<file path="config.mk">
export PLATFORM = sky130hd
export DESIGN_NAME = muldiv_seq_flat
export DESIGN_NICKNAME = d
export VERILOG_FILES = /design/src/rtl/muldiv_seq_if.sv /design/src/rtl/muldiv_seq.sv /design/src/flat_wrapper.sv
export SDC_FILE = /design/constraint.sdc
export NUM_CORES = 1
export LEC_CHECK = 0
export CORE_MARGIN = 2
export CORE_UTILIZATION = 39
export DETAILED_ROUTE_END_ITERATION = 12
export GPL_TIMING_DRIVEN = 0
export HOLD_SLACK_MARGIN = 0.15
export PLACE_DENSITY = 0.53
export SETUP_SLACK_MARGIN = 0.4
export SLEW_MARGIN = 15
export SYNTH_ARGS = -nofsm -noshare
export SYNTH_HDL_FRONTEND = slang
export SYNTH_SLANG_ARGS = --single-unit
</file>
<file path="constraint.sdc">
create_clock -name clk -period 7.5 [get_ports clk]
set_input_delay 1.5 -clock clk [delete_from_list [all_inputs] [get_ports clk]]
set_output_delay 1.5 -clock clk [all_outputs]
set_load 0.05 [all_outputs]
</file>
<file path="src/rtl/muldiv_seq_if.sv">
// Request/response bundle between decode and the iterative RV32M mul/div sequencer.
interface muldiv_seq_if #(parameter int XLEN = 32);
   logic            req_valid;
   logic            req_ready;
   logic [2:0]      funct3;
   logic [XLEN-1:0] op_a;
   logic [XLEN-1:0] op_b;
   logic [4:0]      rd_in;
   logic            flush;
   logic            resp_valid;
   logic            resp_ready;
   logic [XLEN-1:0] result;
   logic [4:0]      rd_out;
   logic            busy;

   modport master (
      output req_valid, funct3, op_a, op_b, rd_in, flush, resp_ready,
      input  req_ready, resp_valid, result, rd_out, busy
   );

   modport slave (
      input  req_valid, funct3, op_a, op_b, rd_in, flush, resp_ready,
      output req_ready, resp_valid, result, rd_out, busy
   );
endinterface

</file>
<file path="src/rtl/muldiv_seq.sv">
// Iterative RV32M multiply/divide: shift-add multiplier and restoring divider sharing one 64-bit register.
// Optional macro MULDIV_EARLY_OUT_EN: PREP skips CALC for zero operands, divide-by-zero and signed overflow.
module muldiv_seq #(
   parameter int XLEN           = 32,
   parameter int BITS_PER_CYCLE = 1
) (
   input  logic         clk,
   input  logic         rst_n,
   muldiv_seq_if.slave  bus
);

   localparam int N  = XLEN / BITS_PER_CYCLE;
   localparam int CW = (N > 1) ? $clog2(N) : 1;

   localparam logic [2:0] S_IDLE = 3'd0;
   localparam logic [2:0] S_PREP = 3'd1;
   localparam logic [2:0] S_CALC = 3'd2;
   localparam logic [2:0] S_FIX  = 3'd3;
   localparam logic [2:0] S_DONE = 3'd4;

   logic [2:0]        state_q, state_d;
   logic [CW-1:0]     cnt_q, cnt_d;
   logic [2:0]        f3_q, f3_d;
   logic [XLEN-1:0]   opa_q, opa_d;
   logic [XLEN-1:0]   opb_q, opb_d;
   logic [2*XLEN-1:0] prod_q, prod_d;
   logic              sa_q, sa_d;
   logic              sb_q, sb_d;
   logic              bz_q, bz_d;
   logic [4:0]        rd_q, rd_d;
   logic [XLEN-1:0]   result_q, result_d;
   logic              resp_valid_q, resp_valid_d;
`ifdef MULDIV_EARLY_OUT_EN
   logic              skip_q, skip_d;
   logic              ovf_q, ovf_d;
`endif

   logic req_ready_w;
   logic sgn_a, sgn_b;

   // Low half holds the multiplier / dividend-becoming-quotient, high half the
   // partial product / remainder; d is the multiplicand or divisor.
   function automatic logic [2*XLEN-1:0] step(input logic [2*XLEN-1:0] p,
                                              input logic [XLEN-1:0]   d,
                                              input logic              is_div);
      logic [XLEN:0] rs;
      logic [XLEN:0] sum;
      if (is_div) begin
         rs = {p[2*XLEN-1:XLEN], p[XLEN-1]};
         if (rs < {1'b0, d})
            step = {rs[XLEN-1:0], p[XLEN-2:0], 1'b0};
         else
            step = {rs[XLEN-1:0] - d, p[XLEN-2:0], 1'b1};
      end else begin
         sum  = {1'b0, p[2*XLEN-1:XLEN]} + (p[0] ? {1'b0, d} : '0);
         step = {sum, p[XLEN-1:1]};
      end
   endfunction

   assign req_ready_w = (state_q == S_IDLE) && !bus.flush;

   // MULH/MULHSU/DIV/REM treat rs1 as signed; MULH/DIV/REM also rs2.
   assign sgn_a = (f3_q == 3'b001) || (f3_q == 3'b010) || (f3_q == 3'b100) || (f3_q == 3'b110);
   assign sgn_b = (f3_q == 3'b001) || (f3_q == 3'b100) || (f3_q == 3'b110);

   always_comb begin
      state_d  = state_q;
      cnt_d    = cnt_q;
      f3_d     = f3_q;
      opa_d    = opa_q;
      opb_d    = opb_q;
      prod_d   = prod_q;
      sa_d     = sa_q;
      sb_d     = sb_q;
      bz_d     = bz_q;
      rd_d     = rd_q;
      result_d = result_q;
`ifdef MULDIV_EARLY_OUT_EN
      skip_d   = skip_q;
      ovf_d    = ovf_q;
`endif
      case (state_q)
         S_IDLE: begin
            if (bus.req_valid && req_ready_w) begin
               f3_d    = bus.funct3;
               opa_d   = bus.op_a;
               opb_d   = bus.op_b;
               rd_d    = bus.rd_in;
               state_d = S_PREP;
            end
         end
         S_PREP: begin
            sa_d   = sgn_a && opa_q[XLEN-1];
            sb_d   = sgn_b && opb_q[XLEN-1];
            prod_d = {{XLEN{1'b0}}, (sa_d ? -opa_q : opa_q)};
            opb_d  = sb_d ? -opb_q : opb_q;
            bz_d   = (opb_q == '0);
            cnt_d  = CW'(N - 1);
            state_d = S_CALC;
`ifdef MULDIV_EARLY_OUT_EN
            ovf_d  = f3_q[2] && sgn_b && (opa_q == {1'b1, {(XLEN-1){1'b0}}}) && (opb_q == '1);
            skip_d = f3_q[2] ? (bz_d || ovf_d) : ((opa_q == '0) || (opb_q == '0));
            if (skip_d) state_d = S_FIX;
`endif
         end
         S_CALC: begin
            for (int k = 0; k < BITS_PER_CYCLE; k++)
               prod_d = step(prod_d, opb_q, f3_q[2]);
            if (cnt_q == '0) state_d = S_FIX;
            else             cnt_d   = cnt_q - 1'b1;
         end
         S_FIX: begin
            if (!f3_q[2]) begin
               if (f3_q[1:0] == 2'b00)
                  result_d = prod_q[XLEN-1:0];
               else if (sa_q ^ sb_q)
                  result_d = XLEN'((~prod_q + 1'b1) >> XLEN);
               else
                  result_d = prod_q[2*XLEN-1:XLEN];
            end else if (!f3_q[1]) begin
               // A zero divisor yields all-ones regardless of the dividend sign.
               if (bz_q)             result_d = '1;
               else if (sa_q ^ sb_q) result_d = -prod_q[XLEN-1:0];
               else                  result_d = prod_q[XLEN-1:0];
            end else begin
               result_d = sa_q ? -prod_q[2*XLEN-1:XLEN] : prod_q[2*XLEN-1:XLEN];
            end
`ifdef MULDIV_EARLY_OUT_EN
            // Skipped ops: prod_q still holds |rs1| in the low half.
            if (skip_q) begin
               if (!f3_q[2])
                  result_d = '0;
               else if (bz_q)
                  result_d = f3_q[1] ? (sa_q ? -prod_q[XLEN-1:0] : prod_q[XLEN-1:0]) : '1;
               else
                  result_d = f3_q[1] ? '0 : {1'b1, {(XLEN-1){1'b0}}};
            end
`endif
            state_d = S_DONE;
         end
         S_DONE: begin
            if (bus.resp_ready) state_d = S_IDLE;
         end
         default: state_d = S_IDLE;
      endcase

      if (bus.flush && (state_q != S_IDLE)) state_d = S_IDLE;
      resp_valid_d = (state_d == S_DONE);
   end

   always_ff @(posedge clk or negedge rst_n) begin
      if (!rst_n) begin
         state_q      <= S_IDLE;
         cnt_q        <= '0;
         f3_q         <= '0;
         opa_q        <= '0;
         opb_q        <= '0;
         prod_q       <= '0;
         sa_q         <= 1'b0;
         sb_q         <= 1'b0;
         bz_q         <= 1'b0;
         rd_q         <= '0;
         result_q     <= '0;
         resp_valid_q <= 1'b0;
`ifdef MULDIV_EARLY_OUT_EN
         skip_q       <= 1'b0;
         ovf_q        <= 1'b0;
`endif
      end else begin
         state_q      <= state_d;
         cnt_q        <= cnt_d;
         f3_q         <= f3_d;
         opa_q        <= opa_d;
         opb_q        <= opb_d;
         prod_q       <= prod_d;
         sa_q         <= sa_d;
         sb_q         <= sb_d;
         bz_q         <= bz_d;
         rd_q         <= rd_d;
         result_q     <= result_d;
         resp_valid_q <= resp_valid_d;
`ifdef MULDIV_EARLY_OUT_EN
         skip_q       <= skip_d;
         ovf_q        <= ovf_d;
`endif
      end
   end

   assign bus.req_ready  = req_ready_w;
   assign bus.resp_valid = resp_valid_q;
   assign bus.result     = result_q;
   assign bus.rd_out     = rd_q;
   assign bus.busy       = (state_q != S_IDLE);

endmodule

</file>
<file path="src/flat_wrapper.sv">
// flat-port wrapper written by rule: the top's interface ports become plain ports
module muldiv_seq_flat 
#(
   parameter int XLEN           = 32,
   parameter int BITS_PER_CYCLE = 1
)
  (clk, rst_n, bus_req_valid, bus_funct3, bus_op_a, bus_op_b, bus_rd_in, bus_flush, bus_resp_ready, bus_req_ready, bus_resp_valid, bus_result, bus_rd_out, bus_busy);
  muldiv_seq_if #(.XLEN(XLEN)) bus_i ();
  input  logic clk;
  input  logic rst_n;
  input wire logic [$bits(bus_i.req_valid)-1:0] bus_req_valid;
  input wire logic [$bits(bus_i.funct3)-1:0] bus_funct3;
  input wire logic [$bits(bus_i.op_a)-1:0] bus_op_a;
  input wire logic [$bits(bus_i.op_b)-1:0] bus_op_b;
  input wire logic [$bits(bus_i.rd_in)-1:0] bus_rd_in;
  input wire logic [$bits(bus_i.flush)-1:0] bus_flush;
  input wire logic [$bits(bus_i.resp_ready)-1:0] bus_resp_ready;
  output wire logic [$bits(bus_i.req_ready)-1:0] bus_req_ready;
  output wire logic [$bits(bus_i.resp_valid)-1:0] bus_resp_valid;
  output wire logic [$bits(bus_i.result)-1:0] bus_result;
  output wire logic [$bits(bus_i.rd_out)-1:0] bus_rd_out;
  output wire logic [$bits(bus_i.busy)-1:0] bus_busy;
  assign bus_i.req_valid = bus_req_valid;
  assign bus_i.funct3 = bus_funct3;
  assign bus_i.op_a = bus_op_a;
  assign bus_i.op_b = bus_op_b;
  assign bus_i.rd_in = bus_rd_in;
  assign bus_i.flush = bus_flush;
  assign bus_i.resp_ready = bus_resp_ready;
  assign bus_req_ready = bus_i.req_ready;
  assign bus_resp_valid = bus_i.resp_valid;
  assign bus_result = bus_i.result;
  assign bus_rd_out = bus_i.rd_out;
  assign bus_busy = bus_i.busy;
  muldiv_seq #(.XLEN(XLEN), .BITS_PER_CYCLE(BITS_PER_CYCLE)) u_core (.clk(clk), .rst_n(rst_n), .bus(bus_i));
endmodule
</file>
Word-level counts from Yosys, hierarchy flattened
Index checks and enable logic that the tools add are counted.
{"block": "word_totals", "regBits": 180, "input_bits": 77, "output_inout_bits": 40, "word_cells": 78}
{"block": "op_classes", "add_sub_neg": 8, "muxes": 22, "n_lt_le_gt_ge": 1, "n_reduce_logical": 21, "eq_ne": 12, "n_bitwise": 2}
{"cell": "32-bit 2-to-1 mux", "n": 11}
{"cell": "64-bit 2-to-1 mux", "n": 2}
{"cell": "32-bit negator", "n": 4}
{"cell": "64-bit case mux with 2 select lines", "n": 1}
{"cell": "64-bit by 1-bit adder with 64-bit output (second input constant)", "n": 1}
{"cell": "64-bit NOT", "n": 1}
{"cell": "32-bit case mux with 2 select lines", "n": 1}
{"cell": "32-bit by 33-bit adder with 33-bit output", "n": 1}
{"cell": "33-bit by 32-bit less-than comparator with 1-bit output", "n": 1}
{"cell": "32-bit zero test", "n": 1}
{"cell": "32-bit subtractor", "n": 1}
{"cell": "3-bit case mux with 5 select lines", "n": 1}
{"cell": "3-bit equality test (second input constant)", "n": 4}
{"cell": "3-bit 2-to-1 mux", "n": 4}
{"cell": "5-bit case mux with 2 select lines", "n": 1}
{"cell": "3-bit by 2-bit equality test with 1-bit output (second input constant)", "n": 3}
{"cell": "3-bit by 1-bit equality test with 1-bit output (second input constant)", "n": 2}
{"cell": "1-bit logical AND", "n": 5}
{"cell": "5-bit zero test", "n": 1}
{"cell": "1-bit logical OR", "n": 5}
{"cell": "5-bit 2-to-1 mux", "n": 1}
{"cell": "5-bit by 1-bit subtractor with 5-bit output (second input constant)", "n": 1}
{"cell": "2-bit != test (second input constant)", "n": 2}
{"cell": "2-bit AND reduction", "n": 2}
{"cell": "other kinds (8)", "n": 9}

Longest topological paths before layout
Gate-level depths: netlist of the first run.
{"block": "logic_depth", "depth_word": 7, "depth_mapped": 16, "ltp_nobuf": 14}

Least setup slack after synthesis of the first run
OpenSTA, ideal clock, no wires.
{"block": "synth_path", "path_type": "input-to-output", "startpoint": "input port bus_flush", "endpoint": "output port bus_req_ready", "stages": 1, "arrival_ps": 3109, "t_required_ps": 6000, "n_path_buf": 0, "path_slack_ps": 2891, "cell_sequence": "nor4_1"}
{"block": "synth_via", "elab_chain_len": 2}
{"element": "start: declaration", "line_no": "flat_wrapper.sv:16", "rtl": "input wire logic [$bits(bus_i.flush)-1:0] bus_flush;"}
{"element": "1-bit zero test", "line_no": "muldiv_seq.sv:60", "rtl": "assign req_ready_w = (state_q == S_IDLE) && !bus.flush;"}
{"element": "1-bit logical AND", "line_no": "muldiv_seq.sv:60"}
{"element": "end: declaration", "line_no": "flat_wrapper.sv:18", "rtl": "output wire logic [$bits(bus_i.req_ready)-1:0] bus_req_ready;"}
Every way passes these cells.

Final worst setup path of the first run
{"block": "layout_path", "startpoint": "register u_core.prod_q[0]", "endpoint": "register u_core.result_q[8] (netlist: u_core.bus.result[8])"}
{"block": "layout_via", "elab_chain_len": 5, "word_cells_on_any_way": 9, "cone_classes": "add/sub: 2; mux: 6; bitwise: 1"}
{"element": "start: declaration", "line_no": "muldiv_seq.sv:26", "rtl": "logic [2*XLEN-1:0] prod_q, prod_d;"}
{"element": "start signal: assignment", "line_no": "muldiv_seq.sv:175", "rtl": "prod_q <= prod_d;"}
{"element": "64-bit NOT or 32-bit negator (tied branches)", "line_no": "muldiv_seq.sv:117, muldiv_seq.sv:123"}
{"element": "64-bit by 1-bit adder with 64-bit output or 32-bit 2-to-1 mux (tied branches)", "line_no": "muldiv_seq.sv:117, muldiv_seq.sv:123"}
{"element": "32-bit 2-to-1 mux, on equally long branches", "line_no": "muldiv_seq.sv:116, muldiv_seq.sv:122"}
{"element": "32-bit 2-to-1 mux, on equally long branches", "line_no": "muldiv_seq.sv:114, muldiv_seq.sv:120"}
{"element": "32-bit 2-to-1 mux (*)", "line_no": "muldiv_seq.sv:113", "rtl": "if (!f3_q[2]) begin"}
{"element": "end signal: assignment", "line_no": "muldiv_seq.sv:180", "rtl": "result_q <= result_d;"}
{"element": "end: declaration", "line_no": "muldiv_seq.sv:31", "rtl": "logic [XLEN-1:0] result_q, result_d;"}
Mark *: on every way between the ends. The rest lies on a longest branch, timed or not.
A chain may end at the register's enable or synchronous reset.

==> results of run 1 <==
-- sequential cells by signal (all words and copies together) (netlist names), 3 cells and up --
| name | count |
|---|---|
| u_core.bus.rd_out | 5 |
| u_core.bus.result | 32 |
| u_core.cnt_q | 5 |
| u_core.f3_q | 3 |
| u_core.opa_q | 32 |
| u_core.opb_q | 32 |
| u_core.prod_q | 64 |
| u_core.state_q | 3 |
-- through the flow --
stage,hold WS [ns],total power [W],instance area [um^2],instances,TNS (ns)
2_1_floorplan,0.469,0.00556,15800,2069,0
3_3_place_gp,0.458,0.00733,17700,2710,-603.75
3_5_place_dp,0.460,0.00736,17700,2712,0
4_1_cts,0.476,0.00840,18400,2744,0
5_1_grt,0.502,0.00909,18400,2744,0
6_report,0.471,0.00851,18400,2744,0
-- worst paths after layout --
check / startpoint / to / slack, ns / depth (start not counted)
setup / recovery: u_core.prod_q[0] / u_core.bus.result[8] / 2.61 / 13
hold / removal: u_core.bus.result[15] / u_core.bus.result[15] / 0.47 / 2
setup reg to reg: u_core.prod_q[0] / u_core.bus.result[8] / 2.61 / 13
hold reg to reg: u_core.bus.result[15] / u_core.bus.result[15] / 0.47 / 2
max in group asynchronous: rst_n / u_core.opb_q[14] / 5.51 / 3
min in group asynchronous: rst_n / u_core.bus.rd_out[2] / 0.92 / 1
-- synth_stat cells (5+ instances only) --
cell	count	area [um^2]
a211oi_1	17	128
a21o_1	40	300
a21oi_1	149	746
a221o_1	6	60.1
a221oi_1	23	201
a22o_1	7	61.3
a22oi_1	26	195
a31oi_1	31	194
a32o_1	5	50.1
a32oi_1	26	228
and2_1	11	68.8
and3_1	11	68.8
buf_1	9	33.8
buf_2	18	90.1
clkbuf_1	128	480
dfrtp_1	180	4500
ha_1	70	876
inv_1	62	233
mux2i_1	48	480
nand2_1	349	1310
nand2b_1	14	87.6
nand3_1	46	230
nand3b_1	5	37.5
nand4_1	15	93.8
nor2_1	146	548
nor2b_1	6	37.5
nor3_1	44	220
nor3b_1	6	45.0
nor4_1	24	150
o211ai_1	35	263
o21a_1	6	45.0
o21ai_0	154	771
o21ai_1	16	80.1
o221ai_1	12	105
o311ai_0	7	61.3
o31ai_1	12	90.1
o41ai_1	12	105
or2_2	6	37.5
or3_1	35	219
or4_1	13	97.6
or4_4	6	67.6
xnor2_1	76	666
xor2_1	81	709
-- logic make-up after synthesis --
group	after synthesis	synth area share
buffers and inverters	221	0.0550
xor gates and xnor gates	157	0.0868
muxes	52	0.0332
adders and majority gates	72	0.0578
AOI/OAI and AO/OA	623	0.255
and+or+nand+nor	764	0.228
DFF	180	0.284
-- routing by layer --
layer	vias to the layer above	routed length [um]
li1	7766	-
met1	8001	29800
met2	660	27900
met3	101	4690
met4	2	1610
met5	-	13
-- power by group through the flow --
| stage | Combinational, W | Clock (W) | Sequential, W |
|---|---|---|---|
| after floorplan | 0.00367 | 0 | 0.00189 |
| after global placement | 0.00560 | 0 | 0.00173 |
| after detailed placement | 0.00562 | 0 | 0.00174 |
| after CTS | 0.00565 | 0.00104 | 0.00172 |
| after global routing | 0.00624 | 0.00108 | 0.00178 |
| final | 0.00575 | 0.00102 | 0.00174 |
-- area by class of cell --
class | count | area (um^2) | share of cell area
well taps | 525 | 657 | 0.0358
multi-input cells | 1668 | 10500 | 0.570
flip-flops and latches | 180 | 4500 | 0.245
repair buffers | 118 | 1220 | 0.0665
plain buffers | 158 | 634 | 0.0346
clock inverters | 12 | 193 | 0.0105
inverters | 63 | 236 | 0.0129
clock buffers | 20 | 447 | 0.0243
-- tightest hold or removal path: cells and delay by family, from the launching register on --
kind / cells / cell delay (ns)
AND/OR/NAND/NOR: 2 / 0.10
flip-flops: 1 / 0.35
==> out/results.txt, run 1 <==
initial detailed-routing violation count - 1657
CTS clk-pin slew, worst paths - 0.07 ns
Max IR drop VDD - 193 uV
TritonCTS clock tree - built
worst skew pair latency - 0.47 ns
CTS Root Cell - clkbuf_16
1st-pass router iterations - 8
worst endpoint data arrival time - 5.22 ns
crit path max fanout - 10
final standard cell utilization of the core - 0.460
final setup margin - 2.61 ns
P per Cell Area - 464 nW/um^2
minimum clock period - 4.89 ns
final setup vio count - 0
number of slew-limit violations in the final report - 0
clock sinks - 180
Worst Setup Path Type - reg2reg
kind of cell adding the most delay to the critical path - buffers and inverters
Clock power frac - 0.120
worst-case clock buffer depth - 2
reported leakage power - 7.77 nW
leading cell type in the layout, fill and taps excluded - nand2_1
global routing met1 resource utilization - 0.448
DR vias - 16530
Synth Register Bits - 180
instance count of the mapped netlist - 2069
DP Wirelength - 50100 um
vias per cell - 6.02
Fillers - 4062
area of the die - 42200 um^2
sequential cell fraction of total power - 0.204
DRC - 0
run status - completed
final hold violation count - 0
pin count of the biggest net entering global routing - 71
slew of the pin with the lowest slew margin - 1.11 ns
final net count - 2355
sequential element share of the synthesized area - 0.284
Switch Pwr - 0.00462 W
count of buffering cells on the critical path with inverters included - 4
row cnt - 73
slowest stage cell on the critical path - or4b_2
routing usage on met3 - 0.0557
via count of the first global-routing pass - 15866
ys flop type - dfrtp_1
commonest cells after routing, fill and taps aside - nand2_1 (349), dfrtp_1 (180), o21ai_0 (154)
count of nets left with antenna violations after detail routing - 0
area growth from synthesis to final layout - 15.9%
YS warnings - 0
Worst Path Required - 7.83 ns
Largest stage delay, worst path - 0.68 ns
switching share of total power - 0.543
chain of cells forming the critical path - clkbuf_1, inv_1, buf_1, ha_1, or4b_2, nor2_1, nand2_2, nor4_1, buf_2, a21oi_1, xor2_1, a221oi_1, o21ai_0
clock buffers created by TritonCTS - 17
worst hold-check path type - reg2reg
first-pass GRT wire length - 98100 um
share of the clock period used by the worst path after layout - 0.653
# port buffers - 116
chip height - 206 um
H-tree depth reported by CTS - 4
number of cells upsized or downsized after cts - 0
number of violations of the max-capacitance limit - 0
core area - 39900 um^2
number of buffers inserted for hold repair after clock tree synthesis - 0
I/O pins - 117
average wire per cell in the routed design - 23.4 um
endpoint type of the worst setup path - flop
number of enable flip-flop cells after synthesis - 0
overall die width - 206 um
antenna diode count - 0
count of cell types in the netlist - 84
sum of overflow across all layers after global routing - 0
fraction of final layout cells with drive strength greater than 1 - 0.0424
setup repair after global routing missed its margin - false
peak clock frequency supported by timing - 204 MHz
pre-CTS setup slack - 2.71 ns
Post-Synthesis Net Count - 2218
slew margin rel. - 0.258
post-synth design cell area - 15800 um^2
Total Routing Usage GR - 0.308
Initial Util - 0.397
most utilized layer in the global route result - met2
startpoint kind of the worst setup timing path - flop
internal portion of total power - 0.00389 W
setup bufs post-CTS - 0
Mean Syn Cell Area - 7.65 um^2
initial antenna violation count - 1
met2 Resource Use GR - 0.464
clock tree skew after final layout - 0.00973 ns
share of total power in combinational logic - 0.676
Final GP Congestion - 0.994
FFs w/ async S/R, synth - 1.00
Routed Wire Length - 64100 um
(Power assumes the default switching activity.)
==> run 2, diff against run 1 <==
--- a/config.mk
+++ b/config.mk
@@ -10,7 +10,7 @@
 export DETAILED_ROUTE_END_ITERATION = 12
 export GPL_TIMING_DRIVEN = 0
 export HOLD_SLACK_MARGIN = 0.15
-export PLACE_DENSITY = 0.53
+export PLACE_DENSITY = 0.55
 export SETUP_SLACK_MARGIN = 0.4
 export SLEW_MARGIN = 15
 export SYNTH_ARGS = -nofsm -noshare
==> constraint.sdc (replaced) <==
create_clock -name clk -period 4.25 [get_ports clk]
set_input_delay 0.85 -clock clk [delete_from_list [all_inputs] [get_ports clk]]
set_output_delay 0.85 -clock clk [all_outputs]
set_load 0.05 [all_outputs]
==> out/results.txt, run 2 (same netlist as run 1, synthesis figures left out) <==
final net count - 2360 (+0.21%)
peak clock frequency supported by timing - 266 MHz (+30%)
reported leakage power - 7.85 nW (+1.0%)
average wire per cell in the routed design - 23.5 um (+0.65%)
initial detailed-routing violation count - 1655 (-0.12%)
overall die width - 206 um (unchanged)
Total Routing Usage GR - 0.308 (about the same)
startpoint kind of the worst setup timing path - flop
slew of the pin with the lowest slew margin - 1.04 ns (-0.0721 ns)
worst hold-check path type - in2async
number of slew-limit violations in the final report - 0 (unchanged)
area growth from synthesis to final layout - 16.7%
fraction of final layout cells with drive strength greater than 1 - 0.0558 (+0.0134)
DP Wirelength - 50100 um (about the same)
CTS clk-pin slew, worst paths - 0.07 ns (about the same)
H-tree depth reported by CTS - 4 (unchanged)
sequential cell area - 4500 um^2 (unchanged)
total instance count after detailed placement - 2711 (-0.037%)
count of nets left with antenna violations after detail routing - 0 (unchanged)
worst-case clock buffer depth - 2 (unchanged)
Worst Setup Path Type - reg2reg
number of buffers inserted for hold repair after clock tree synthesis - 0 (unchanged)
chain of cells forming the critical path - buf_2, inv_1, ha_1, inv_1, fa_1, a21o_1, a221oi_2, or3_1, and2_1, o21ai_1, a221oi_2, xor2_1, o21ai_0, a221o_1
commonest cells after routing, fill and taps aside - nand2_1 (349), dfrtp_1 (180), o21ai_0 (150)
area of the die - 42200 um^2 (unchanged)
first-pass GRT wire length - 98200 um (+0.11%)
setup total negative slack - 0 ns (unchanged)
core area - 39900 um^2 (unchanged)
# port buffers - 116 (unchanged)
DR vias - 16650 (+0.73%)
Worst Path Required - 4.60 ns (-3.23 ns)
run status - completed
Layout Cells excl Fill - 2748 (+0.15%)
Initial Util - 0.397 (unchanged)
1st-pass router iterations - 6 (-2)
minimum clock period - 3.75 ns (-1.14 ns)
leading cell type in the layout, fill and taps excluded - nand2_1
Largest stage delay, worst path - 0.42 ns (-0.26 ns)
sum of overflow across all layers after global routing - 0 (unchanged)
worst endpoint data arrival time - 4.10 ns (-1.12 ns)
vias per cell - 6.06 (+0.58%)
flip-flop count of the largest register after layout - 64 (unchanged)
number of violations of the max-capacitance limit - 0 (unchanged)
crit path max fanout - 9 (-1)
via count of the first global-routing pass - 16073 (+1.3%)
cell area after layout - 18500 um^2 (+0.65%)
I/O pins - 117 (unchanged)
share of the clock period used by the worst path after layout - 0.883 (+0.230)
setup repair after global routing missed its margin - true
initial antenna violation count - 0 (-1)
Fillers - 4128 (+1.6%)
final standard cell utilization of the core - 0.463 (+0.00301)
DRC - 0 (unchanged)
chip height - 206 um (unchanged)
final hold violation count - 0 (unchanged)
Top reg by flops - u_core.prod_q
endpoint type of the worst setup path - flop
Final GP Congestion - 0.971 (-2.4%)
pin count of the biggest net entering global routing - 93 (+31%)
P per Cell Area - 816 nW/um^2 (+76%)
slew margin rel. - 0.307 (+0.0484)
antenna diode count - 0 (unchanged)
worst skew pair latency - 0.47 ns (about the same)
TritonCTS clock tree - built
Placed Area - 17700 um^2 (-0.16%)
multi-input gate area in the final layout - 10600 um^2 (+1.5%)
CTS Root Cell - clkbuf_16
slowest stage cell on the critical path - a221oi_2
Max IR drop VDD - 404 uV (+110%)
row cnt - 73 (unchanged)
clock tree skew after final layout - 0.0111 ns (+0.00132 ns)
clock buffers created by TritonCTS - 17 (unchanged)
final setup vio count - 0 (unchanged)
Routed Wire Length - 64600 um (+0.79%)
clock sinks - 180 (unchanged)
[run 2: changes by cell type in the layout (fill, tap and decap cells not counted), moves of 3 or more]
cell	previous run	this run
inv_8	3	0
a21oi_1	149	145
o21ai_1	16	20
o21ai_0	154	150
clkbuf_4	0	3
a221oi_2	0	6
nor2_1	146	143
buf_4	1	9
a21oi_2	0	4
nor2_2	1	4
a221oi_1	23	17
[run 2: cell type report]
| cell class | instances | area share |
|---|---|---|
| multi-input combinational | 1668 | 0.575 |
| sequential | 180 | 0.244 |
| timing repair buffer | 123 | 0.0671 |
| tap | 525 | 0.0356 |
| buffer | 158 | 0.0354 |
| clock buffer | 21 | 0.0238 |
| inverter | 63 | 0.0130 |
| clock inverter | 10 | 0.00664 |
[run 2: what timing repair did]
action,CTS,global route
pin swaps,1,6
setup endpoints to repair,38,44
resized for setup,23,23
buffers inserted,2,4
[run 2: worst paths after layout]
path	from	to	slack, ns	depth (start not counted)
hold reg to reg	u_core.bus.result[30]	u_core.bus.result[30]	0.47	2
min in group clk	u_core.bus.result[30]	u_core.bus.result[30]	0.47	2
setup / recovery	u_core.prod_q[31]	u_core.prod_q[50]	0.50	14
max in group asynchronous	rst_n	u_core.prod_q[49]	2.92	2
hold / removal	rst_n	u_core.bus.rd_out[2]	0.40	1
setup reg to reg	u_core.prod_q[31]	u_core.prod_q[50]	0.50	14
[run 2: routing by layer]
layer | up-vias | track usage | part of all wire
met5 | - | 0 | 0
met3 | 107 | 0.0535 | 0.072
met2 | 644 | 0.469 | 0.44
met4 | 0 | 0.108 | 0.032
met1 | 8119 | 0.438 | 0.46
li1 | 7780 | - | -
[run 2: where the power goes]
part           internal [W]  total, W  leakage (nW)  switching, W
Clock              0.000871   0.00164         0.277      0.000768
Sequential          0.00232   0.00307          2.24      0.000745
Combinational       0.00361    0.0104          5.33       0.00677
Total               0.00680    0.0151          7.85       0.00828
[run 2: critical path, delay by kind of cell, from the launching register on]
kind,cells,cell delay (ns)
xor gates and xnor gates,1,0.20
adders and majority gates,2,0.60
AOI/OAI and AO/OA,6,1.57
buffers and inverters,3,0.45
and+or+nand+nor,2,0.44
DFF,1,0.35
[run 2: metrics by stage]
| step | hold slack, ns | power, W | setup WS (ns) |
|---|---|---|---|
| floorplan | 0.469 | 0.00981 | 0.413 |
| global placement | 0.460 | 0.0130 | -5.82 |
| detailed placement | 0.466 | 0.0130 | -0.494 |
| CTS | 0.437 | 0.0148 | 0.477 |
| global route | 0.465 | 0.0160 | 0.299 |
| finish | 0.400 | 0.0151 | 0.497 |
